--- src/rtl/ins_queue_pkg.sv ---
// Shared constants and payload type for the fetch-to-decode instruction queue.
// The optional zero-latency bypass is enabled by defining INS_QUEUE_BYPASS_EN.
package ins_queue_pkg;

    localparam int unsigned INSQ_DEPTH = 4;
    localparam int unsigned INSQ_WIDTH = 32;

    // sll $0,$0,0
    localparam logic [INSQ_WIDTH-1:0] NOP_INS = 32'h0000_0000;

    // One buffered fetch result.
    typedef struct packed {
        logic [INSQ_WIDTH-1:0] pc;
        logic [INSQ_WIDTH-1:0] ins;
    } insq_entry_t;

    // Sequential successor of a PC, wrapping modulo 2^INSQ_WIDTH.
    function automatic logic [INSQ_WIDTH-1:0] insq_next_pc(input logic [INSQ_WIDTH-1:0] pc);
        return pc + INSQ_WIDTH'(4);
    endfunction

endpackage

--- src/rtl/ins_queue_if.sv ---
// Fetch-side and decode-side handshake bundle of the instruction queue.
interface ins_queue_if
    import ins_queue_pkg::*;
#(
    parameter int unsigned DEPTH = INSQ_DEPTH
);
    localparam int unsigned CW = $clog2(DEPTH + 1);

    logic                  in_valid;
    logic                  in_ready;
    logic [INSQ_WIDTH-1:0] in_pc;
    logic [INSQ_WIDTH-1:0] in_ins;
    logic                  flush;
    logic                  out_valid;
    logic                  out_ready;
    logic [INSQ_WIDTH-1:0] out_pc;
    logic [INSQ_WIDTH-1:0] out_ins;
    logic [INSQ_WIDTH-1:0] out_nextpc;
    logic [CW-1:0]         count;

    // Pipeline side driving fetch results and decode acceptance.
    modport master (
        output in_valid, in_pc, in_ins, flush, out_ready,
        input  in_ready, out_valid, out_pc, out_ins, out_nextpc, count
    );

    // Queue side.
    modport slave (
        input  in_valid, in_pc, in_ins, flush, out_ready,
        output in_ready, out_valid, out_pc, out_ins, out_nextpc, count
    );

endinterface

--- src/rtl/ins_queue_ptr.sv ---
// Wrapping read/write pointer: increments on inc_i, wraps DEPTH-1 -> 0,
// synchronous clear on clr_i takes priority.
module ins_queue_ptr #(
    parameter int unsigned DEPTH = 4
) (
    input  logic                     clk,
    input  logic                     rst_n,
    input  logic                     inc_i,
    input  logic                     clr_i,
    output logic [$clog2(DEPTH)-1:0] ptr_o
);
    localparam int unsigned PW = $clog2(DEPTH);

    logic [PW-1:0] ptr_q;
    logic [PW-1:0] ptr_d;

    // Next pointer value.
    always_comb begin
        ptr_d = ptr_q;
        if (clr_i) begin
            ptr_d = '0;
        end else if (inc_i) begin
            ptr_d = (ptr_q == PW'(DEPTH - 1)) ? '0 : ptr_q + PW'(1);
        end
    end

    // Pointer register.
    always_ff @(posedge clk or negedge rst_n) begin
        if (!rst_n) begin
            ptr_q <= '0;
        end else begin
            ptr_q <= ptr_d;
        end
    end

    assign ptr_o = ptr_q;

endmodule

--- src/rtl/ins_queue.sv ---
// Instruction queue between fetch and decode: DEPTH-entry circular buffer of
// {pc, ins} pairs, valid/ready on both sides, flush on taken branch/jump.
// Decode sees NOP_INS whenever nothing is valid.
// INS_QUEUE_BYPASS_EN: an empty queue forwards in_* straight to out_*.
module ins_queue
    import ins_queue_pkg::*;
#(
    parameter int unsigned DEPTH = INSQ_DEPTH
) (
    input  logic       clk,
    input  logic       rst_n,
    ins_queue_if.slave q_if
);
    localparam int unsigned PW = $clog2(DEPTH);
    localparam int unsigned CW = $clog2(DEPTH + 1);

    insq_entry_t   mem_q [DEPTH];
    logic [PW-1:0] rptr;
    logic [PW-1:0] wptr;
    logic [CW-1:0] count_q;
    logic [CW-1:0] count_d;

    logic          full_c;
    logic          empty_c;
    logic          bypass_c;
    logic          push_c;
    logic          pop_c;
    insq_entry_t   head_c;
    logic          out_valid_c;
    logic [INSQ_WIDTH-1:0] out_pc_c;
    logic [INSQ_WIDTH-1:0] out_ins_c;

    assign full_c  = (count_q == CW'(DEPTH));
    assign empty_c = (count_q == '0);

`ifdef INS_QUEUE_BYPASS_EN
    assign bypass_c = empty_c & q_if.in_valid & ~q_if.flush;
`else
    assign bypass_c = 1'b0;
`endif

    // A bypassed pair consumed by decode in the same cycle is never stored.
    assign push_c = q_if.in_valid & ~full_c & ~q_if.flush & ~(bypass_c & q_if.out_ready);
    assign pop_c  = ~empty_c & q_if.out_ready & ~q_if.flush;

    ins_queue_ptr #(.DEPTH(DEPTH)) u_wptr (
        .clk   (clk),
        .rst_n (rst_n),
        .inc_i (push_c),
        .clr_i (q_if.flush),
        .ptr_o (wptr)
    );

    ins_queue_ptr #(.DEPTH(DEPTH)) u_rptr (
        .clk   (clk),
        .rst_n (rst_n),
        .inc_i (pop_c),
        .clr_i (q_if.flush),
        .ptr_o (rptr)
    );

    // Occupancy next state; flush wins over push/pop.
    always_comb begin
        count_d = count_q;
        if (q_if.flush) begin
            count_d = '0;
        end else if (push_c && !pop_c) begin
            count_d = count_q + CW'(1);
        end else if (pop_c && !push_c) begin
            count_d = count_q - CW'(1);
        end
    end

    // Occupancy register.
    always_ff @(posedge clk or negedge rst_n) begin
        if (!rst_n) begin
            count_q <= '0;
        end else begin
            count_q <= count_d;
        end
    end

    // Entry storage; not cleared by flush since empty output is masked.
    always_ff @(posedge clk or negedge rst_n) begin
        if (!rst_n) begin
            for (int i = 0; i < int'(DEPTH); i++) begin
                mem_q[i] <= '0;
            end
        end else if (push_c) begin
            mem_q[wptr] <= '{pc: q_if.in_pc, ins: q_if.in_ins};
        end
    end

    assign head_c = mem_q[rptr];

    // Head view for decode, with optional bypass and NOP masking.
    always_comb begin
        out_valid_c = ~empty_c;
        out_pc_c    = head_c.pc;
        out_ins_c   = head_c.ins;
        if (bypass_c) begin
            out_valid_c = 1'b1;
            out_pc_c    = q_if.in_pc;
            out_ins_c   = q_if.in_ins;
        end
        if (!out_valid_c) begin
            out_ins_c = NOP_INS;
        end
    end

    assign q_if.in_ready   = ~full_c;
    assign q_if.out_valid  = out_valid_c;
    assign q_if.out_pc     = out_pc_c;
    assign q_if.out_ins    = out_ins_c;
    assign q_if.out_nextpc = insq_next_pc(out_pc_c);
    assign q_if.count      = count_q;

endmodule

--- src/flat_wrapper.sv ---
// flat-port wrapper written by rule: the top's interface ports become plain ports
module ins_queue_flat import ins_queue_pkg::*;
#(
    parameter int unsigned DEPTH = INSQ_DEPTH
)
  (clk, rst_n, q_if_in_valid, q_if_in_pc, q_if_in_ins, q_if_flush, q_if_out_ready, q_if_in_ready, q_if_out_valid, q_if_out_pc, q_if_out_ins, q_if_out_nextpc, q_if_count);
  ins_queue_if #(.DEPTH(DEPTH)) q_if_i ();
  input  logic clk;
  input  logic rst_n;
  input wire logic [$bits(q_if_i.in_valid)-1:0] q_if_in_valid;
  input wire logic [$bits(q_if_i.in_pc)-1:0] q_if_in_pc;
  input wire logic [$bits(q_if_i.in_ins)-1:0] q_if_in_ins;
  input wire logic [$bits(q_if_i.flush)-1:0] q_if_flush;
  input wire logic [$bits(q_if_i.out_ready)-1:0] q_if_out_ready;
  output wire logic [$bits(q_if_i.in_ready)-1:0] q_if_in_ready;
  output wire logic [$bits(q_if_i.out_valid)-1:0] q_if_out_valid;
  output wire logic [$bits(q_if_i.out_pc)-1:0] q_if_out_pc;
  output wire logic [$bits(q_if_i.out_ins)-1:0] q_if_out_ins;
  output wire logic [$bits(q_if_i.out_nextpc)-1:0] q_if_out_nextpc;
  output wire logic [$bits(q_if_i.count)-1:0] q_if_count;
  assign q_if_i.in_valid = q_if_in_valid;
  assign q_if_i.in_pc = q_if_in_pc;
  assign q_if_i.in_ins = q_if_in_ins;
  assign q_if_i.flush = q_if_flush;
  assign q_if_i.out_ready = q_if_out_ready;
  assign q_if_in_ready = q_if_i.in_ready;
  assign q_if_out_valid = q_if_i.out_valid;
  assign q_if_out_pc = q_if_i.out_pc;
  assign q_if_out_ins = q_if_i.out_ins;
  assign q_if_out_nextpc = q_if_i.out_nextpc;
  assign q_if_count = q_if_i.count;
  ins_queue #(.DEPTH(DEPTH)) u_core (.clk(clk), .rst_n(rst_n), .q_if(q_if_i));
endmodule
--- config.mk ---
export PLATFORM = sky130hd
export DESIGN_NAME = ins_queue_flat
export DESIGN_NICKNAME = d
export VERILOG_FILES = /design/src/rtl/ins_queue_pkg.sv /design/src/rtl/ins_queue_if.sv /design/src/rtl/ins_queue_ptr.sv /design/src/rtl/ins_queue.sv /design/src/flat_wrapper.sv
export SDC_FILE = /design/constraint.sdc
export NUM_CORES = 1
export LEC_CHECK = 0
export CAP_MARGIN = 15
export CORE_MARGIN = 5
export CORE_UTILIZATION = 60
export DETAILED_ROUTE_END_ITERATION = 10
export GPL_ROUTABILITY_DRIVEN = 0
export GPL_TIMING_DRIVEN = 0
export PLACE_DENSITY = 0.86
export SLEW_MARGIN = 20
export SYNTH_ARGS = -nofsm -noshare
export SYNTH_HDL_FRONTEND = slang
export SYNTH_SLANG_ARGS = --single-unit
--- constraint.sdc ---
create_clock -name clk -period 6.6 [get_ports clk]
set_input_delay 1.65 -clock clk [delete_from_list [all_inputs] [get_ports clk]]
set_output_delay 1.65 -clock clk [all_outputs]
set_load 0.02 [all_outputs]
==> flow_metrics.py, run 1 <==
metrics = {
    "status": {
        "status": "completed",
    },
    "floorplan": {
        "coreArea_mm2": 0.02030,
        "start_util_pct": 60.99,
        "fp-row-count": 52,
        "dieArea_mm2": 0.02361,
        "io_pins": 170,
        "die_h_um": 153.6,
        "die_w_um": 153.6,
    },
    "critical_path": {
        "crit_arrival_ns": 3.51,
        "cp_max_fo": 10,
        "crit_path_end_kind": "output port",
        "reg2reg_to": "u_core.mem_q[90]$_DFFE_PN0P_",
        "r2r_slack_ns": 4.25,
        "r2r_start": "u_core.q_if.count[1]$_DFFE_PN0P_",
        "crit_start": "u_core.u_rptr.ptr_o[0]$_DFFE_PN0P_",
        "rr_worst_depth": 6,
        "path_class": "reg -> out",
        "cp-start-kind": "register",
        "required_ns": 4.95,
    },
    "power": {
        "pwr_density_cell_mw_per_mm2": 514.1,
        "leakagePower_nw": 6.691,
        "ir_drop_uv": 301.4,
        "finalPower_mw": 7.889,
    },
    "timing": {
        "slew_headroom_pct": 54.46,
        "setup_viol": 0,
        "hold_ws_ns": 0.4961,
        "fmaxAchievable_mhz": 193.8,
        "fin_crit_ns": 5.159,
        "tightestPinTransition_ns": 0.6831,
        "finClkSkew_ns": 0.007610,
        "final_max_slew_viol_count": 0,
        "rsz0062_at_grt": "no",
        "hold_viol": 0,
        "min_period_over_period_pct": 78.17,
    },
    "global_route": {
        "grt_overflow_total": 0,
        "grt_use_total_pct": 23.15,
        "grt_max_degree": 102,
        "grt_pass1_wl_mm": 44.51,
        "grt_pass1_vias": 8203,
        "antenna_found_initial": 2,
    },
    "cts": {
        "h-tree-depth": 1,
        "insertion_delay_ns": 0.52,
        "cts_buffers": 26,
        "holdBufCountCts": 0,
        "cts_tree": "done",
        "clock_path_buffers": 3,
        "post-cts-setup-buffers": 0,
        "cts-root-buf": "clkbuf_16",
        "clk_pin_slew_worst_paths_ns": 0.06,
        "clock_sinks": 263,
        "cts.repair.resized": 0,
    },
    "drt": {
        "post_drt_wl_per_cell_um": 21.20,
        "wirelength_mm": 27.09,
        "ant_nets": 0,
        "viasPerCell": 5.815,
        "first_pass_iters": 4,
        "drc": 0,
        "drt_iter0_drc": 278,
        "vias": 7432,
    },
    "yosys": {
        "synthMuxAreaShare_pct": 35.28,
        "syn_nets": 867,
        "synth-xor-area-share_pct": 2.264,
        "synth_fa_ha_area_share_pct": 0.7681,
        "synth_cell_types": 41,
        "syn_area_mm2": 0.01238,
        "yosys_warnings": 0,
        "synth_top_family_by_area": "multiplexers",
        "synth_compound_area_share_pct": 0.3638,
        "syn_inst": 791,
        "synth_simple_gate_area_share_pct": 5.558,
        "yosysSeqAreaShare_pct": 53.16,
        "synth-seq-cells": 263,
        "syn_area_per_cell_um2": 15.65,
    },
    "final_layout": {
        "stdcell_count": 1278,
        "n_fill_cell": 1312,
        "area_growth_pct": 23.94,
        "drive_gt1_share_pct": 41.47,
        "antenna_cells": 0,
        "num-nets-final": 1066,
    },
    "hold_path": {
        "hold_path_end": "u_core.mem_q[178]$_DFFE_PN0P_",
        "hold_class": "reg -> reg",
        "worstHoldStart": "u_core.mem_q[178]$_DFFE_PN0P_",
        "holdPathStages": 1,
    },
    "placed_design": {
        "numPlacedInstances": 1232,
        "io_buffer_count": 168,
        "dpl.hpwl_mm": 18.44,
    },
    "job": {
        "maxCapViolations": 0,
    },
}
## logic make-up (layout without fill, tap and decap cells)
logic type | Yosys count | count (layout)
mux | 321 | 321
flops | 263 | 263
simple gates | 104 | 104
buf+inv | 56 | 273
xor+xnor | 32 | 32
compound gates | 8 | 8
fa+ha+maj | 7 | 7
## cells in the mapped netlist, drive strengths merged
cell    instances  area share, %
o22ai           1          0.051
a31oi           1          0.051
a21oi           4           0.16
and3            4           0.25
o21ai           1          0.040
fa              1           0.16
nand2          19           0.68
nand4           4           0.57
nor3           11           0.81
nand3           9           0.36
nor2           14           0.42
mux2          256             23
nor3b           2           0.20
buf            38            1.9
and2           35            1.8
xnor2          12           0.85
dfrtp         263             53
clkbuf          8           0.40
mux4           64             12
inv            10           0.30
xor2           20            1.4
a211oi          1          0.061
and4            4           0.34
or3b            1          0.071
or3             1          0.051
mux2i           1          0.081
ha              6           0.61
## cells in the final DEF (no fill, tap or decap), types with 10 or more instances in the layout
master | netlist | final
xnor2_1 | 12 | 12
xor2_1 | 20 | 20
clkbuf_8 | 2 | 10
inv_1 | 10 | 10
dfrtp_1 | 263 | 263
mux2_2 | 256 | 256
nor2_1 | 14 | 14
clkdlybuf4s50_1 | 0 | 167
nand2_1 | 14 | 14
and2_1 | 33 | 33
clkbuf_16 | 0 | 27
clkbuf_1 | 6 | 13
mux4_2 | 55 | 55
buf_2 | 28 | 28
## per-layer routing
layer / part of all wire, % / global-route usage [%]
met1: 42 / 31.34
met2: 51 / 39.73
met3: 5.5 / 4.947
met4: 1.1 / 3.911
met5: 0.078 / 0
## flip-flops by register name (all words and copies together) (netlist names)
name	count
u_core.u_wptr.ptr_o	2
u_core.u_rptr.ptr_o	2
u_core.q_if.count	3
u_core.mem_q	256
## layout make-up
type                       count  area (um2)  area share, %
inverter                      10       37.54         0.2446
clock inverter                 4       45.04         0.2935
tap                          270       337.8          2.202
sequential                   263        6581          42.89
clock buffer                  42       812.0          5.292
timing repair buffer         171        1769          11.53
buffer                        46       285.3          1.859
multi-input combinational    472        5477          35.69
## critical path, stage by stage (launching register included)
cell and delay [ns]:
dfrtp_1 0.47, buf_6 0.24, buf_12 0.17, mux4_1 0.65, ha_1 0.37, nand4_4 0.21
nor3_2 0.07, xor2_1 0.15, clkdlybuf4s50_1 0.64
## power breakdown
part | switching [mW] | internal, mW | leakage (nW) | total [mW]
logic | 1.71 | 2.03 | 2.95 | 3.74
clock network | 0.590 | 0.875 | 0.424 | 1.46
registers | 0.361 | 2.33 | 3.32 | 2.69
## worst max path at each step
stage,to,slack [ns],depth (start not counted)
2_1_floorplan,q_if_out_nextpc[16],2.60,7
6_report,q_if_out_nextpc[28],1.44,8
3_3_place_gp,u_core.mem_q[70]$_DFFE_PN0P_,-7.26,1
4_1_cts,q_if_out_nextpc[28],1.38,8
5_1_grt,q_if_out_nextpc[26],1.23,8
3_5_place_dp,q_if_out_nextpc[24],1.96,8
## through the flow
step | TNS, ns | setup WS, ns | instance area (um2) | util [%]
after floorplan | 0 | 2.599 | 12380 | -
after global placement | -1904.31 | -7.263 | 14400 | 70.94
after detailed placement | 0 | 1.955 | 14490 | 71.37
after CTS | 0 | 1.382 | 15340 | 75.59
after global routing | 0 | 1.233 | 15340 | 75.59
final | 0 | 1.441 | 15340 | 75.59
(Power assumes the default switching activity.)
==> inputs of run 2 (changes only) <==
Settings changed: CORE_UTILIZATION 60 to 55, PLACE_DENSITY 0.86 to 0.8.
Clock period 6.6 ns to 5.35 ns, I/O delays scaled along.
==> flow_metrics.py, run 2 (synthesis gave the netlist of run 1 again) <==
metrics = {
    "status": {
        "status": "completed",
    },
    "timing": {
        "slew_headroom_pct": 54.47,
        "final_max_slew_viol_count": 0,
        "timing.setup.tns_ns": 0,
        "tightestPinTransition_ns": 0.6829,
        "finClkSkew_ns": 0.008080,
        "rsz0062_at_grt": "no",
        "fin_crit_ns": 4.823,
        "fmaxAchievable_mhz": 207.3,
        "hold_ws_ns": 0.4978,
        "hold_viol": 0,
        "min_period_over_period_pct": 90.15,
        "setup_viol": 0,
    },
    "drt": {
        "wirelength_mm": 26.70,
        "drc": 0,
        "ant_nets": 0,
        "drt_iter0_drc": 315,
        "viasPerCell": 5.701,
        "drt-met1-wl_mm": 11.29,
        "vias": 7372,
        "wl_met3_mm": 1.444,
        "post_drt_wl_per_cell_um": 20.65,
        "route.met2.wl_mm": 13.37,
        "top_layer_used": "met5",
        "first_pass_iters": 4,
    },
    "critical_path": {
        "crit_arrival_ns": 3.49,
        "cp_max_fo": 10,
        "cp-start-kind": "register",
        "path_class": "reg -> out",
        "crit_path_end_kind": "output port",
        "required_ns": 4.01,
    },
    "global_route": {
        "grt_overflow_total": 0,
        "grt_max_degree": 98,
        "antenna_found_initial": 1,
        "grt_pass1_vias": 8311,
        "grt_pass1_wl_mm": 44.53,
        "grt_use_total_pct": 21.53,
    },
    "cts": {
        "cts-root-buf": "clkbuf_16",
        "cts_tree": "done",
        "holdBufCountCts": 0,
        "insertion_delay_ns": 0.52,
        "h-tree-depth": 1,
        "cts.repair.resized": 0,
        "clk_pin_slew_worst_paths_ns": 0.06,
        "post-cts-setup-buffers": 0,
        "clock_sinks": 263,
        "clock_path_buffers": 3,
        "cts_buffers": 28,
    },
    "job": {
        "maxCapViolations": 0,
    },
    "power": {
        "p_sw_mw": 3.277,
        "pwr_density_cell_mw_per_mm2": 640.7,
        "swShare_pct": 33.07,
        "ir_drop_uv": 468.7,
        "seqPwrFrac_pct": 33.2,
        "p_clk_share_pct": 20.5,
        "p_comb_share_pct": 46.3,
        "leakagePower_nw": 6.751,
        "p_int_mw": 6.631,
    },
    "floorplan": {
        "start_util_pct": 56.21,
        "coreArea_mm2": 0.02203,
        "fp-row-count": 54,
        "io_pins": 170,
        "die_w_um": 160.0,
        "die_h_um": 160.0,
        "dieArea_mm2": 0.02561,
    },
    "final_layout": {
        "drive_gt1_share_pct": 42.05,
        "n_fill_cell": 1519,
        "regArea_mm2": 0.006581,
        "multi_input_area_mm2": 0.005477,
        "mostFrequentLayoutCell": "dfrtp_1",
        "area_growth_pct": 24.91,
        "mostFrequentLayoutCells": "263 x dfrtp_1, 256 x mux2_2, 167 x clkdlybuf4s50_1",
        "antenna_cells": 0,
        "num-nets-final": 1067,
        "top_register": "u_core.mem_q",
        "largest_register_ff_count": 256,
    },
    "placed_design": {
        "io_buffer_count": 168,
        "dpl.hpwl_mm": 18.31,
    },
    "hold_path": {
        "hold_class": "reg -> reg",
    },
}
## run 2: changes by cell type in the layout (fill, tap and decap cells not counted)
cell       change
bufinv_16      +3
clkbuf_8       -2
clkinv_2       +5
buf_16         -1
clkbuf_16      +2
clkbuf_1       -3
clkinv_4       +1
## run 2: worst paths after layout
check,depth (start not counted),slack [ns],endpoint,start
min in group asynchronous,1,0.77,u_core.mem_q[60]$_DFFE_PN0P_,rst_n
setup reg to reg,6,2.95,u_core.mem_q[59]$_DFFE_PN0P_,u_core.q_if.count[1]$_DFFE_PN0P_
hold / removal,1,0.50,u_core.mem_q[181]$_DFFE_PN0P_,u_core.mem_q[181]$_DFFE_PN0P_
hold reg to reg,1,0.50,u_core.mem_q[181]$_DFFE_PN0P_,u_core.mem_q[181]$_DFFE_PN0P_
max in group asynchronous,3,3.25,u_core.mem_q[19]$_DFFE_PN0P_,rst_n
setup / recovery,8,0.53,q_if_out_nextpc[12],u_core.u_rptr.ptr_o[0]$_DFFE_PN0P_
## run 2: layer usage
| metal | GRT usage (%) | vias up |
|---|---|---|
| met4 | 4.771 | 2 |
| met3 | 4.510 | 46 |
| met5 | 0 | - |
| met1 | 28.35 | 3848 |
| met2 | 37.24 | 166 |
| li1 | - | 3310 |
## run 2: power groups by stage
| stage | sequential, mW | combinational, mW | clock [mW] |
|---|---|---|---|
| floorplan | 3.17 | 2.95 | 0 |
| global placement | 3.28 | 4.54 | 0 |
| detailed placement | 3.31 | 4.62 | 0 |
| CTS | 3.29 | 4.64 | 2.08 |
| global route | 3.40 | 4.88 | 2.17 |
| finish | 3.29 | 4.58 | 2.03 |
## run 2: metrics by stage
step / std cells / utilization, % / area, um2 / power (mW) / worst slack [ns]
6_report: 1293 / 70.21 / 15460 / 9.908 / 0.5272
5_1_grt: 1293 / 70.21 / 15460 / 10.46 / 0.3527
4_1_cts: 1293 / 70.21 / 15460 / 10.00 / 0.4401
3_5_place_dp: 1241 / 65.71 / 14470 / 7.933 / 1.014
3_3_place_gp: 1239 / 65.43 / 14410 / 7.814 / -8.321
2_1_floorplan: 791 / - / 12380 / 6.124 / 1.662
## run 2: worst max-delay path, cell delays in order (launching register included)
cell and delay, ns:
dfrtp_1 0.44, buf_6 0.24, buf_12 0.17, mux4_1 0.70
ha_1 0.36, and3_1 0.21, nand3_1 0.10, xnor2_1 0.12
clkdlybuf4s50_1 0.62
## run 2: cell type report
cell class                 instances  area share, %
inverter                          10         0.2427
buffer                            46          1.845
tap                              280          2.265
sequential                       263          42.56
timing repair buffer             170          11.26
clock inverter                    13          1.092
multi-input combinational        472          35.41
clock buffer                      39          5.324
==> inputs of run 3 (changes only) <==
Settings changed: CORE_MARGIN 5 to unset, GPL_ROUTABILITY_DRIVEN 0 to unset.
==> flow_metrics.py, run 3 (synthesis gave the netlist of run 1 again) <==
metrics = {
    "drt": {
        "first_pass_iters": 9,
        "vias": 7376,
        "post_drt_wl_per_cell_um": 20.25,
        "drt_iter0_drc": 269,
        "drc": 30,
        "viasPerCell": 5.713,
        "wirelength_mm": 26.15,
        "ant_nets": 0,
    },
    "placed_design": {
        "io_buffer_count": 168,
        "dp_slack_ns": 1.045,
        "dpl.hpwl_mm": 17.79,
        "gp_congestion": 0.7768,
    },
    "floorplan": {
        "io_pins": 170,
        "start_util_pct": 56.38,
        "fp-row-count": 54,
        "coreArea_mm2": 0.02196,
        "die_h_um": 152.0,
        "dieArea_mm2": 0.02311,
        "die_w_um": 152.0,
    },
    "cts": {
        "h-tree-depth": 1,
        "clock_path_buffers": 3,
        "clk_pin_slew_worst_paths_ns": 0.06,
        "post-cts-setup-buffers": 0,
        "holdBufCountCts": 0,
        "cts_tree": "done",
        "clock_sinks": 263,
        "insertion_delay_ns": 0.54,
        "cts.repair.resized": 0,
        "cts_buffers": 28,
        "cts-root-buf": "clkbuf_16",
    },
    "status": {
        "violations": "design-rule violations",
        "status": "complete, but fails checks",
    },
    "final_layout": {
        "num-nets-final": 1068,
        "mostFrequentLayoutCells": "263 x dfrtp_1, 256 x mux2_2, 167 x clkdlybuf4s50_1",
        "utilization_pct": 70.13,
        "antenna_cells": 0,
        "n_fill_cell": 1476,
        "drive_gt1_share_pct": 41.35,
        "top_register": "u_core.mem_q",
        "mostFrequentLayoutCell": "dfrtp_1",
        "area_growth_pct": 24.38,
        "largest_register_ff_count": 256,
    },
    "critical_path": {
        "path_cells": "buf_6, buf_12, mux4_1, ha_1, and3_1, nand3_1, xnor2_1, clkdlybuf4s50_1",
        "crit_start": "u_core.u_rptr.ptr_o[0]$_DFFE_PN0P_",
        "rr_worst_depth": 6,
        "r2r_slack_ns": 2.95,
        "required_ns": 4.01,
        "reg2reg_to": "u_core.mem_q[62]$_DFFE_PN0P_",
        "slowest_stage": "mux4_1",
        "cp-start-kind": "register",
        "crit_path_end_kind": "output port",
        "path_class": "reg -> out",
        "path_delay_family": "buffers and inverters",
        "r2r_start": "u_core.q_if.count[1]$_DFFE_PN0P_",
        "crit_arrival_ns": 3.51,
        "cp_max_fo": 10,
        "critPathBufInv": 3,
        "crit_path_max_incr_delay_ns": 0.68,
    },
    "global_route": {
        "antenna_found_initial": 1,
        "grt_use_total_pct": 23.85,
        "grt_pass1_vias": 7979,
        "grt_pass1_wl_mm": 43.59,
        "grt_max_degree": 98,
        "grt_overflow_total": 0,
    },
    "timing": {
        "rsz0062_at_grt": "no",
        "tightestPinTransition_ns": 0.7118,
        "slew_headroom_pct": 52.55,
        "fmaxAchievable_mhz": 206.3,
        "final_max_slew_viol_count": 0,
        "hold_ws_ns": 0.4982,
        "fin_crit_ns": 4.848,
        "hold_viol": 0,
        "setup_slack_ns": 0.5019,
        "min_period_over_period_pct": 90.62,
        "finClkSkew_ns": 0.008657,
        "setup_viol": 0,
    },
    "hold_path": {
        "hold_class": "reg -> reg",
        "holdPathStages": 1,
        "worstHoldStart": "u_core.mem_q[99]$_DFFE_PN0P_",
        "hold_path_end": "u_core.mem_q[99]$_DFFE_PN0P_",
    },
    "power": {
        "leakagePower_nw": 6.700,
        "ir_drop_uv": 431.3,
        "pwr_density_cell_mw_per_mm2": 632.7,
        "finalPower_mw": 9.742,
    },
    "job": {
        "maxCapViolations": 0,
    },
}
run 3: cell types whose count changed in the layout (fill, tap and decap cells not counted), sizes merged:
cell	before	now
clkinv	9	3
clkbuf	47	52
bufinv	4	1
buf	41	42
clkinvlp	0	1
run 3: metal layers:
metal	share of wire (%)	GRT usage, %	wire length, um	up-vias
li1	-	-	-	3312
met1	44	32.98	11500	3863
met2	50	39.84	13030	166
met3	4.7	4.450	1224	33
met4	1.5	4.762	389	2
met5	0.046	0	12	-
run 3: final cells by class:
type / count / area (um2) / share of cell area, %
plain buffers: 46 / 285.3 / 1.853
clock buffers: 44 / 820.8 / 5.330
clock inverters: 5 / 77.57 / 0.5038
inverters: 10 / 37.54 / 0.2438
multi-input cells: 472 / 5477 / 35.57
flip-flops and latches: 263 / 6581 / 42.74
well taps: 280 / 350.3 / 2.275
repair buffers: 171 / 1769 / 11.49
run 3: worst max-delay path by stage:
stage | cells after the start | end | slack, ns
after floorplan | 7 | q_if_out_nextpc[16] | 1.66
after global placement | 1 | u_core.mem_q[6]$_DFFE_PN0P_ | -8.35
after detailed placement | 8 | q_if_out_nextpc[12] | 1.04
after CTS | 8 | q_if_out_nextpc[12] | 0.45
after global routing | 8 | q_if_out_nextpc[12] | 0.32
final | 8 | q_if_out_nextpc[12] | 0.50
run 3: report_power, final:
part	switching, mW	internal, mW	total (mW)
logic	2.08	2.50	4.58
registers	0.427	2.87	3.30
clock network	0.764	1.10	1.86
total	3.27	6.47	9.74
run 3: per-stage QoR:
stage	TNS (ns)	instances	instance area, um2
floorplan	0	791	12380
global placement	-2190.52	1239	14410
detailed placement	0	1242	14500
CTS	0	1291	15400
global route	0	1291	15400
finish	0	1291	15400
